**config.mk**
```make
export PLATFORM = sky130hd
export DESIGN_NAME = ram_port_arbiter
export DESIGN_NICKNAME = d
export VERILOG_FILES = /design/src/rtl/ram_arb_pkg.sv /design/src/rtl/rr_pick2.sv /design/src/rtl/ram_port_arbiter.sv
export SDC_FILE = /design/constraint.sdc
export NUM_CORES = 1
export LEC_CHECK = 0
export ABC_AREA = 1
export ABC_CLOCK_PERIOD_IN_PS = 4100
export CORE_ASPECT_RATIO = 0.8
export CORE_MARGIN = 8
export CORE_UTILIZATION = 35
export CTS_CLUSTER_DIAMETER = 200
export DETAILED_ROUTE_END_ITERATION = 7
export SYNTH_ARGS = -nofsm -noshare
export SYNTH_HDL_FRONTEND = slang
export SYNTH_SLANG_ARGS = --single-unit
```
**constraint.sdc**
```tcl
create_clock -name clk -period 4.1 [get_ports clk]
set_input_delay 0.615 -clock clk [delete_from_list [all_inputs] [get_ports clk]]
set_output_delay 0.615 -clock clk [all_outputs]
set_load 0.1 [all_outputs]
```
**src/rtl/ram_arb_pkg.sv**
```systemverilog
// Shared types and fixed I/O addresses for the RAM port arbiter.
package ram_arb_pkg;

    typedef enum logic [1:0] {CLEAR, IDLE, ACCESS, RESP} state_t;
    typedef enum logic {REQ_A, REQ_B} req_id_t;

    localparam logic [11:0] BTN_ADDR = 12'd0;
    localparam logic [11:0] HEX_ADDR = 12'd1;

endpackage

```
**src/rtl/rr_pick2.sv**
```systemverilog
// Two-way round-robin picker; the pointer itself lives in the parent.
module rr_pick2
    import ram_arb_pkg::*;
(
    input  logic    req_a,
    input  logic    req_b,
    input  req_id_t rr_last,
    output logic [1:0] grant,
    output req_id_t rr_next
);

    // NOTE: every output gets a default first so no path leaves it unassigned (no latch).
    always_comb begin
        grant   = 2'b00;
        rr_next = rr_last;
        if (req_a && req_b) begin
            // The pointer only moves on a tie, so lone requests never change who wins the next tie.
            if (rr_last == REQ_B) begin
                grant   = 2'b01;
                rr_next = REQ_A;
            end else begin
                grant   = 2'b10;
                rr_next = REQ_B;
            end
        end else if (req_a) begin
            grant = 2'b01;
        end else if (req_b) begin
            grant = 2'b10;
        end
    end

endmodule

```
**src/rtl/ram_port_arbiter.sv**
```systemverilog
// Arbitrates the single-port data RAM between CPU and debug ports, decodes the
// button/display registers and zero-fills the RAM after every reset.
module ram_port_arbiter
    import ram_arb_pkg::*;
#(
    parameter int DEPTH  = 64,
    parameter int ADDR_W = 6,
    parameter int DATA_W = 16
) (
    input  logic              clk,
    input  logic              RAMclr,
    input  logic              a_sel,
    input  logic              a_ld,
    input  logic [11:0]       a_addr,
    input  logic [DATA_W-1:0] a_wdata,
    output logic [DATA_W-1:0] a_rdata,
    output logic              a_ready,
    input  logic              b_req,
    input  logic              b_we,
    input  logic [11:0]       b_addr,
    input  logic [DATA_W-1:0] b_wdata,
    output logic [DATA_W-1:0] b_rdata,
    output logic              b_ack,
    output logic              mem_cs,
    output logic              mem_we,
    output logic [ADDR_W-1:0] mem_addr,
    output logic [DATA_W-1:0] mem_wdata,
    input  logic [DATA_W-1:0] mem_rdata,
    input  logic [1:0]        btn,
    output logic [DATA_W-1:0] hex_out,
    output logic              busy
);

    localparam logic [11:0]       DEPTH_A  = 12'(DEPTH);
    localparam logic [ADDR_W-1:0] LAST_CNT = ADDR_W'(DEPTH - 1);

    state_t              state_q, state_d;
    logic [ADDR_W-1:0]   clr_cnt_q, clr_cnt_d;
    req_id_t             rr_last_q, rr_last_d, rr_next;
    req_id_t             win_q, win_d;
    logic                write_q, write_d;
    logic                ram_q, ram_d;
    logic [11:0]         addr_q, addr_d;
    logic [DATA_W-1:0]   wdata_q, wdata_d;
    logic [DATA_W-1:0]   result_q, result_d;
    logic [DATA_W-1:0]   hex_q, hex_d;
    logic                mem_cs_q, mem_cs_d, mem_we_q, mem_we_d;
    logic [ADDR_W-1:0]   mem_addr_q, mem_addr_d;
    logic [DATA_W-1:0]   mem_wdata_q, mem_wdata_d;
    logic                a_ready_q, a_ready_d, b_ack_q, b_ack_d;
    logic [DATA_W-1:0]   a_rdata_q, a_rdata_d, b_rdata_q, b_rdata_d;
    logic                busy_q, busy_d;
    logic [1:0]          btn_meta_q, btn_meta_d, btn_sync_q, btn_sync_d;

    logic [1:0]          grant;
    logic                sel_write, sel_is_ram;
    logic [11:0]         sel_addr;
    logic [DATA_W-1:0]   sel_wdata, btn_val, resp_data;

    // A requester whose completion is on the wire this cycle is dropping its
    // request on this edge, so it must not be granted again.
    rr_pick2 u_pick (
        .req_a   (a_sel && !a_ready_q),
        .req_b   (b_req && !b_ack_q),
        .rr_last (rr_last_q),
        .grant   (grant),
        .rr_next (rr_next)
    );

    assign sel_write  = grant[1] ? b_we    : !a_ld;
    assign sel_addr   = grant[1] ? b_addr  : a_addr;
    assign sel_wdata  = grant[1] ? b_wdata : a_wdata;
    assign sel_is_ram = (sel_addr >= 12'd2) && (sel_addr < DEPTH_A);
    assign btn_val    = {{(DATA_W-2){1'b0}}, ~btn_sync_q};

    always_comb begin
        state_d     = state_q;
        clr_cnt_d   = clr_cnt_q;
        rr_last_d   = rr_last_q;
        win_d       = win_q;
        write_d     = write_q;
        ram_d       = ram_q;
        addr_d      = addr_q;
        wdata_d     = wdata_q;
        result_d    = result_q;
        hex_d       = hex_q;
        mem_cs_d    = 1'b0;
        mem_we_d    = 1'b0;
        mem_addr_d  = '0;
        mem_wdata_d = '0;
        a_ready_d   = 1'b0;
        b_ack_d     = 1'b0;
        a_rdata_d   = a_rdata_q;
        b_rdata_d   = b_rdata_q;
        busy_d      = (state_q == CLEAR);
        btn_meta_d  = btn;
        btn_sync_d  = btn_meta_q;
        resp_data   = '0;

        unique case (state_q)
            CLEAR: begin
                mem_cs_d   = 1'b1;
                mem_we_d   = 1'b1;
                mem_addr_d = clr_cnt_q;
                clr_cnt_d  = clr_cnt_q + ADDR_W'(1);
                if (clr_cnt_q == LAST_CNT) state_d = IDLE;
            end
            IDLE: begin
                // The RAM cycle is launched here so it is on the pins during ACCESS.
                if (grant != 2'b00) begin
                    win_d       = grant[1] ? REQ_B : REQ_A;
                    write_d     = sel_write;
                    addr_d      = sel_addr;
                    wdata_d     = sel_wdata;
                    ram_d       = sel_is_ram;
                    rr_last_d   = rr_next;
                    mem_cs_d    = sel_is_ram;
                    mem_we_d    = sel_is_ram && sel_write;
                    mem_addr_d  = sel_addr[ADDR_W-1:0];
                    mem_wdata_d = sel_is_ram ? sel_wdata : '0;
                    state_d     = ACCESS;
                end
            end
            ACCESS: begin
                if (write_q && addr_q == HEX_ADDR) hex_d = wdata_q;
                result_d = '0;
                if (!write_q && addr_q == BTN_ADDR) result_d = btn_val;
                if (!write_q && addr_q == HEX_ADDR) result_d = hex_q;
                state_d = RESP;
            end
            RESP: begin
                if (!write_q) resp_data = ram_q ? mem_rdata : result_q;
                if (win_q == REQ_A) begin
                    a_ready_d = 1'b1;
                    a_rdata_d = resp_data;
                end else begin
                    b_ack_d   = 1'b1;
                    b_rdata_d = resp_data;
                end
                state_d = IDLE;
            end
            default: state_d = CLEAR;
        endcase
    end

    // NOTE: state registers use non-blocking assignments so every flop samples pre-edge values.
    always_ff @(posedge clk or posedge RAMclr) begin
        if (RAMclr) begin
            state_q     <= CLEAR;
            clr_cnt_q   <= '0;
            rr_last_q   <= REQ_B;
            win_q       <= REQ_A;
            write_q     <= 1'b0;
            ram_q       <= 1'b0;
            addr_q      <= '0;
            wdata_q     <= '0;
            result_q    <= '0;
            hex_q       <= '0;
            mem_cs_q    <= 1'b0;
            mem_we_q    <= 1'b0;
            mem_addr_q  <= '0;
            mem_wdata_q <= '0;
            a_ready_q   <= 1'b0;
            b_ack_q     <= 1'b0;
            a_rdata_q   <= '0;
            b_rdata_q   <= '0;
            busy_q      <= 1'b1;
            btn_meta_q  <= 2'b11;
            btn_sync_q  <= 2'b11;
        end else begin
            state_q     <= state_d;
            clr_cnt_q   <= clr_cnt_d;
            rr_last_q   <= rr_last_d;
            win_q       <= win_d;
            write_q     <= write_d;
            ram_q       <= ram_d;
            addr_q      <= addr_d;
            wdata_q     <= wdata_d;
            result_q    <= result_d;
            hex_q       <= hex_d;
            mem_cs_q    <= mem_cs_d;
            mem_we_q    <= mem_we_d;
            mem_addr_q  <= mem_addr_d;
            mem_wdata_q <= mem_wdata_d;
            a_ready_q   <= a_ready_d;
            b_ack_q     <= b_ack_d;
            a_rdata_q   <= a_rdata_d;
            b_rdata_q   <= b_rdata_d;
            busy_q      <= busy_d;
            btn_meta_q  <= btn_meta_d;
            btn_sync_q  <= btn_sync_d;
        end
    end

    assign a_rdata   = a_rdata_q;
    assign a_ready   = a_ready_q;
    assign b_rdata   = b_rdata_q;
    assign b_ack     = b_ack_q;
    assign mem_cs    = mem_cs_q;
    assign mem_we    = mem_we_q;
    assign mem_addr  = mem_addr_q;
    assign mem_wdata = mem_wdata_q;
    assign hex_out   = hex_q;
    assign busy      = busy_q;

endmodule

```
Word level (Yosys, flattened, before mapping)
Cells that the tools add are included. Widths: inputs -> output; s select.

Add/subtract/negate cells: 1. Multipliers: 0. Divide/modulo/power cells: 0. Magnitude comparators: 2. Equal/unequal tests: 7. Shift-type cells: 0. Mux-type cells: 29. Bitwise logic cells: 2. Reductions and logical operators: 21.

Operators with widths (count): $mux 16 (7); $mux 2 (7); $eq 12x1->1 const B (1); $ge 12x2->1 const B (1); $logic_not 12->1 (1); $lt 12x7->1 const B (1); $mux 12 (1); $pmux 6 s2 (1); $reduce_and 2->1 (5); $mux 1 (9); $logic_and 1x1->1 (8); $pmux 2 s4 (1); $add 6x1->6 const B (1); $eq 6x6->1 const B (1); $mux 6 (1); $eq 2x2->1 const B (2); $logic_not 1->1 (4); $pmux 1 s2 (2); $reduce_and 3->1 (1); $eq 2x1->1 const B (1); $logic_not 2->1 (1); $ne 2x1->1 const B (1); $ne 2x2->1 const B (1); $not 2->2 (1); 2 further kinds (2).

Flip-flop bits (word level): 135. Latch bits: 0. Bits in writable memories: 0. Memory bits (read-only): 0. Output and inout bits: 75. Memories kept: 0.

Logic depth before layout (Yosys ltp)
Gate-level depths: netlist of the first run.

Depth in word-level cells: 11. Gate-level depth with buffers: 12.

Cells and area by module
From an unflattened synthesis of the first run, not the netlist that was laid out.

Cell total of the unflattened synthesis: 606. Area total of the unflattened synthesis: 5674.2 µm².

Modules (own cells, without submodules): ram_port_arbiter (instances 1, cells each 597, area each 5637.9 µm², seq. area each 3385.7 µm²); rr_pick2 (instances 1, cells each 9, area each 36.3 µm², seq. area each 0.0 µm²).

Worst setup path before layout of the first run
Ideal clock, no wire load.

Path kind: register to register. Start point: register a_ready_q, in the netlist a_ready. End point: register mem_wdata_q[5], in the netlist mem_wdata[5]. Arrival: 2072 ps. Data required time: 3971 ps. Setup slack: 1898 ps. Cell stages (with the launch flop): 12. Buffers on the path: 2. Period minus slack after synthesis: 2202 ps. Cell sequence: dfrtp_1 -> inv_1 -> nand3_4 -> nand2_4 -> buf_8 -> nand2_1 -> nand2_1 -> nor2_1 -> nand2_1 -> nand2_4 -> buf_12 -> nor2_4.

Word-level cells in the longest chain between the ends: 10.

RTL lines: from (decl) (RTL line ram_port_arbiter.sv:50) `logic a_ready_q, a_ready_d, b_ack_q, b_ack_d;`; from (signal assigned) (RTL line ram_port_arbiter.sv:185) `a_ready_q <= a_ready_d;`; $logic_not 1->1 * (RTL line ram_port_arbiter.sv:63) `.req_a (a_sel && !a_ready_q),`; $logic_and 1x1->1 * (RTL line ram_port_arbiter.sv:63); $mux 2 or $logic_and 1x1->1 (tied branches) (RTL line rr_pick2.sv:25, rr_pick2.sv:16); $mux 2 * (RTL line rr_pick2.sv:16) `if (req_a && req_b) begin`; $mux 12 (RTL line ram_port_arbiter.sv:71) `assign sel_addr = grant[1] ? b_addr : a_addr;`; $ge 12x2->1 or $lt 12x7->1 (tied branches) (RTL line ram_port_arbiter.sv:73) `assign sel_is_ram = (sel_addr >= 12'd2) && (sel_addr < DEPTH_A);`; $logic_and 1x1->1 (RTL line ram_port_arbiter.sv:73); $mux 16 (RTL line ram_port_arbiter.sv:120) `mem_wdata_d = sel_is_ram ? sel_wdata : '0;`; $mux 16 * (RTL line ram_port_arbiter.sv:110) `if (grant != 2'b00) begin`; $mux 16 * (RTL line ram_port_arbiter.sv:100) `unique case (state_q)`; via mem_wdata_d[5] (RTL line ram_port_arbiter.sv:49) `logic [DATA_W-1:0] mem_wdata_q, mem_wdata_d;`; to (signal assigned) (RTL line ram_port_arbiter.sv:184) `mem_wdata_q <= mem_wdata_d;`; to (decl) (RTL line ram_port_arbiter.sv:49).

The timed path passes the listed nets; every way through them passes the cells marked *. A chain may end at the register's enable or synchronous reset.

Worst setup path in the final report of the first run
Start point: register state_q[0]. End point: register hex_q[10], in the netlist hex_out[10].

Word-level cells in the longest chain between the ends: 2.

RTL lines: from (decl) (RTL line ram_port_arbiter.sv:37) `state_t state_q, state_d;`; from (signal assigned) (RTL line ram_port_arbiter.sv:171) `state_q <= state_d;`; $eq 2x2->1 (RTL line ram_port_arbiter.sv:100); $reduce_and 2->1 (no source line); to (signal assigned) (RTL line ram_port_arbiter.sv:158) `hex_q <= '0;`; to (signal assigned) (RTL line ram_port_arbiter.sv:180) `hex_q <= hex_d;`; to (decl) (RTL line ram_port_arbiter.sv:46) `logic [DATA_W-1:0] hex_q, hex_d;`.

No other way between the ends.

==> impl_results.md, run 1 <==
* Clock root buffer: clkbuf_16
* Final #Nets at ~850
* WL/cell at around 16 microns
* Die X at 158.3 microns
* Peak supply drop at between 0.2 and 0.3 mV
* RSZ-0062 raised after global routing: false
* Fin worst setup slack at 1408 ps
* Total detailed-routing wirelength at between 15000 and 20000 microns
* Avg Cell Area, Syn at between 9 and 10 sq um
* Hold-critical path endpoint: btn_sync_q[0]
* Slew Viols, Final at 0
* Synth cell types at 31
* Die area at about 21000 sq um
* Hold slack at around 360 ps
* Vias/cell at approximately 4.7
* Final total negative setup slack at 0 ps
* Row count at 41
* Mapped Area at between 5000 and 6000 sq um
* DR DRC count at 0
* I/O pins at roughly 160
* Reg2Reg Depth at 4
* Crit path DAT at between 2000 and 3000 ps
* Largest net degree at the start of global routing at 65
* Max-cap violations at 0
* FF-to-FF setup slack at about 1400 ps
* Worst Min Path Start: btn_meta_q[0]
* Pleak at 3.547 nW
* Crit path max fanout at 32
* Share of cells above drive strength 1 at around 7.6%
* Core ar. at 15800 sq um
* Syn Inst Count at between 600 and 700
* Setup Skew at around 9.1 ps
* Fillers at 1472
* CTS sink cnt at between 100 and 150
* Crit path capture type: flip-flop
* Routability cong. at 0.8525
* Port bufs at about 150
* Drt pass-1 iters at 5
* Sequential cell area fraction in the yosys report at 59.75%
* Worst-Margin Slew at between 1000 and 1500 ps
* Tmin final at 2692 ps
* Pwr per Cell Area at around 700 nW/um^2
* RR Endpoint: hex_out[10]
* Final Hold Viols at 0
* Vias in the first global route at 4816
* DP Worst Slack at approximately 1200 ps
* Clock transition at the registers of the reported paths at ~60 ps
* CTS resizes at 0
* Global-route wire length before repair at ~25000 microns
* Worst hold path type: reg -> reg
* Required @ worst endpoint at between 4000 and 5000 ps
* Status: finished, final reports clean
* Diode count at 0
* CTS tree: yes
* Htree depth at 4
* Design Area, Final at 8000 sq um
* Layout area overhead at 41.18%
* Inserted Clock Buffers at 17
* Max_slew headroom at between 20% and 30%
* CP Launch Type: flip-flop
* # setup viols final at 0
* Critical path class: reg -> reg
* Most common cell after layout, fill and taps aside: clkdlybuf4s50_1
* Final ANT Viol Nets at 0
* Postcts setup bufs at 0
* Vias at 4703
* Post-DP Area at roughly 7400 sq um
* Final Cycle Share at 65.65%
* Grt ovf at 0
* Chip Height at between 100 and 150 microns
* DRT iter0 DRCs at ~320
* Reg-to-Reg Start: state_q[0]
* Max Clk Rate at 371.5 MHz
* Synth Register Bits at between 100 and 150
* Clk_lat worst skew at 420 ps
* Commonest non-fill, non-tap cells in the layout: clkdlybuf4s50_1, nand2_1, dfrtp_1
* GRT Overall Usage at between 10% and 20%
* Mapped Nets at about 700
* Hpwl dp at 11840 microns
* Starting Density at about 36%
* CTS Buffer Depth at 2
* # hold bufs at CTS at 0
* Initial antenna violation count at 0
* Yosys warning count at 0
* Cells on Worst Hold Path at 0
[where the power goes]
part / leakage, nW / switching (mW) / total, mW / internal (mW)
combinational: 1.45 / 1.58 / 2.08 / 0.506
sequential: 1.79 / 0.196 / 1.85 / 1.65
clock: 0.310 / 0.545 / 1.64 / 1.10
[metal layers]
metal,track usage (%),routed length [microns]
met1,22.23,7701
met2,22.51,6491
met3,5.981,1493
met4,5.479,238
met5,0,0
[cell usage after synthesis, drive strengths merged]
master / count / area, sq um
o21bai: 1 / 7.510
nand2: 136 / 530.5
clkbuf: 21 / 78.83
a31oi: 3 / 18.77
nor2: 94 / 421.7
buf: 9 / 75.06
dfrtp: 129 / 3228
nand3b: 2 / 15.01
o21ai: 132 / 668.2
nand4: 1 / 6.260
inv: 51 / 191.4
nand3: 18 / 102.6
a21oi: 3 / 15.01
nor4: 2 / 12.51
dfstp: 6 / 157.7
xor2: 6 / 52.55
ha: 6 / 75.07
nor3: 2 / 10.01
[per-stage QoR]
step / total power [mW] / cells / util (%)
after floorplan: 3.395 / 622 / -
after global placement: 3.902 / 963 / 46.55
after detailed placement: 3.953 / 963 / 46.55
after CTS: 5.609 / 995 / 50.63
after global routing: 5.852 / 995 / 50.63
final: 5.572 / 995 / 50.63
[worst max-delay path, stage by stage (launching register included)]
cell     delay, ps
dfrtp_1        440
inv_1          120
ha_1           580
nand4_1        920
o21ai_0        500
[registers in the layout, indices dropped and copies added, names as in the netlist, 12 cells and up]
| register | cells |
|---|---|
| a_rdata | 16 |
| b_rdata | 16 |
| hex_out | 16 |
| mem_wdata | 16 |
| result_q | 16 |
| wdata_q | 16 |
| addr_q | 12 |
[cell families after synthesis]
kind of cell,Yosys count,synth area share [%]
simple gates,255,19.39
compound gates,139,12.52
flops,135,59.75
buf+inv,81,6.094
xor+xnor,6,0.9273
fa+ha+maj,6,1.325
[area by class of cell]
type | count | area (sq um) | share of cell area [%]
multi-input cells | 406 | 1936 | 24.19
clock inverters | 7 | 140.1 | 1.752
inverters | 51 | 195.2 | 2.440
repair buffers | 156 | 1569 | 19.61
clock buffers | 25 | 505.5 | 6.318
flip-flops and latches | 135 | 3386 | 42.32
well taps | 215 | 269.0 | 3.363
[worst max path at each step]
stage | start | end
after global routing | state_q[0] | hex_out[12]
after detailed placement | b_req | addr_q[3]
after floorplan | RAMclr | a_rdata[0]
after global placement | a_sel | mem_wdata[2]
after CTS | state_q[0] | hex_out[10]
final | state_q[0] | hex_out[10]
(Power assumes the default switching activity.)
==> inputs of run 2 (changes only) <==
--- a/config.mk
+++ b/config.mk
@@ -6,7 +6,7 @@
 export NUM_CORES = 1
 export LEC_CHECK = 0
 export ABC_AREA = 1
-export ABC_CLOCK_PERIOD_IN_PS = 4100
+export ABC_CLOCK_PERIOD_IN_PS = 2700
 export CORE_ASPECT_RATIO = 0.8
 export CORE_MARGIN = 8
 export CORE_UTILIZATION = 35
==> constraint.sdc (replaced) <==
create_clock -name clk -period 2.7 [get_ports clk]
set_input_delay 0.405 -clock clk [delete_from_list [all_inputs] [get_ports clk]]
set_output_delay 0.405 -clock clk [all_outputs]
set_load 0.1 [all_outputs]
==> run 2 against run 1 <==
Hold slack better by 7.6 ps. Utilization down 0.77 points. Global-route usage down 0.44 points. Maximum frequency up 33%. Highest routed layer unchanged. Critical path type unchanged. Critical path depth up 2. Critical endpoint is now clr_cnt_q[5]. Count of clock-buffer cells in the layout down 3. Non-clock buffer count up 8. Sequential cell count unchanged.
==> impl_results.md, run 2 (same netlist as run 1, synthesis figures left out) <==
* FF-to-FF setup slack at 670 ps
* Total detailed-routing wirelength at between 15000 and 20000 microns
* Final ANT Viol Nets at 0
* Final Hold Viols at 0
* Layout area overhead at 39.04%
* Clock share of power at 29.5%
* CTS tree: yes
* Inserted Clock Buffers at 17
* Internal power at about 4.9 mW
* Most common cell after layout, fill and taps aside: nand2_1
* CTS sink cnt at approximately 140
* Setup Skew at 9.921 ps
* Chip Height at 129.8 microns
* Max Clk Rate at 493.0 MHz
* Vias at 4573
* Critical path depth in cells at 6
* Critical path class: reg -> reg
* Routability cong. at 0.8209
* Final Cycle Share at between 70% and 80%
* Die area at roughly 20000 sq um
* Global-route wire length before repair at about 25000 microns
* Power, Total at approximately 8.4 mW
* Max_slew headroom at between 30% and 40%
* Vias/cell at approximately 4.6
* Initial antenna violation count at 0
* Vias in the first global route at about 4800
* Peak supply drop at 0.4070 mV
* Crit path max fanout at 9
* Commonest non-fill, non-tap cells in the layout: nand2_1, dfrtp_1, o21ai_0
* Worst-Margin Slew at around 950 ps
* Slowest-stage cell, CP: nor4_1
* CP delay by family, top: simple AND/OR/NAND/NOR gates
* Buf/Inv on CP at 2
* DR DRC count at 0
* Tmin final at approximately 2000 ps
* Reg-to-Reg Start: state_q[1]
* CP peak stage delay at between 400 and 500 ps
* Pleak at 3.730 nW
* Clock transition at the registers of the reported paths at 60 ps
* Htree depth at 4
* # hold bufs at CTS at 0
* Switching Share at between 40% and 50%
* Crit path DAT at 2320 ps
* Clk_lat worst skew at between 400 and 500 ps
* Drt pass-1 iters at 5
* Worst hold path type: reg -> reg
* Status: finished, final reports clean
* Die X at between 150 and 200 microns
* Worst Min Path Start: btn_meta_q[1]
* Cells on Worst Hold Path at 0
* Final total negative setup slack at 0 ps
* GRT Overall Usage at between 15 and 20%
* Core ar. at 15800 sq um
* WL/cell at 15.46 microns
* Hold-critical path endpoint: btn_sync_q[1]
* # setup viols final at 0
* Row count at 41
* Hpwl dp at around 12000 microns
* RSZ-0062 raised after global routing: false
* DRT iter0 DRCs at approximately 240
* Comb power frac at approximately 37%
* I/O pins at 155
* Required @ worst endpoint at roughly 3000 ps
* Clock root buffer: clkbuf_16
* Worst path most repeated cell: inv_1
* Share of cells above drive strength 1 at between 10% and 20%
* Starting Density at a little over a third
* Final #Nets at ~860
* Reg power frac at between 30% and 40%
* Reg2Reg Depth at 6
* Postcts setup bufs at 0
* Pwr per Cell Area at approximately 1100 nW/um^2
* Net Sw Power at between 3 and 4 mW
* Max-cap violations at 0
* CTS Buffer Depth at 2
* Slew Viols, Final at 0
* RR Endpoint: clr_cnt_q[5]
* Grt ovf at 0
* Diode count at 0
* CTS resizes at 0
* CP Launch Type: flip-flop
* Crit path capture type: flip-flop
* Largest net degree at the start of global routing at 45
* CP cell instances: inv_1 -> ha_1 -> inv_1 -> nor4_1 -> nand3_1 -> xor2_1
* Port bufs at between 150 and 200
-- run 2: worst max-delay path by stage --
| stage | endpoint | slack, ps | start |
|---|---|---|---|
| after floorplan | mem_wdata[5] | 500 | a_ready |
| after global placement | mem_wdata[2] | 430 | a_sel |
| after detailed placement | mem_wdata[2] | 350 | a_sel |
| after CTS | clr_cnt_q[5] | 670 | state_q[0] |
| after global routing | clr_cnt_q[5] | 520 | state_q[1] |
| final | clr_cnt_q[5] | 670 | state_q[1] |
-- run 2: final cells by class --
type	count	area, sq um
fill	1508	7921
sequential	135	3386
multi-input combinational	406	1936
timing repair buffer	164	1441
clock buffer	22	484.2
tap	215	269.0
inverter	51	195.2
clock inverter	10	167.7
-- run 2: stage by stage --
| stage | cells | cell area [sq um] | worst slack (ps) | utilization, % | hold WS, ps |
|---|---|---|---|---|---|
| finish | 1003 | 7879 | 671.6 | 49.87 | 369.3 |
| global route | 1003 | 7879 | 516.0 | 49.87 | 367.9 |
| CTS | 1003 | 7879 | 665.8 | 49.87 | 369.4 |
| global placement | 971 | 7227 | 427.5 | 45.74 | 364.3 |
| detailed placement | 971 | 7227 | 351.1 | 45.74 | 359.9 |
| floorplan | 622 | 5670 | 498.2 | - | 345.2 |
-- run 2: power groups by stage --
stage               registers (mW)  clock network [mW]  logic (mW)
finish                        2.80                2.48        3.13
global route                  2.85                2.61        3.41
CTS                           2.80                2.52        3.16
detailed placement            2.83                   0        3.14
global placement              2.81                   0        3.09
floorplan                     3.96                   0        1.20
-- run 2: layer usage --
metal	vias to the layer above	track usage [%]	share of wire, %
met1	2125	21.98	51
met4	0	4.261	0.72
met2	147	22.06	41
li1	2295	-	-
met5	-	0	0
met3	6	5.651	7.6
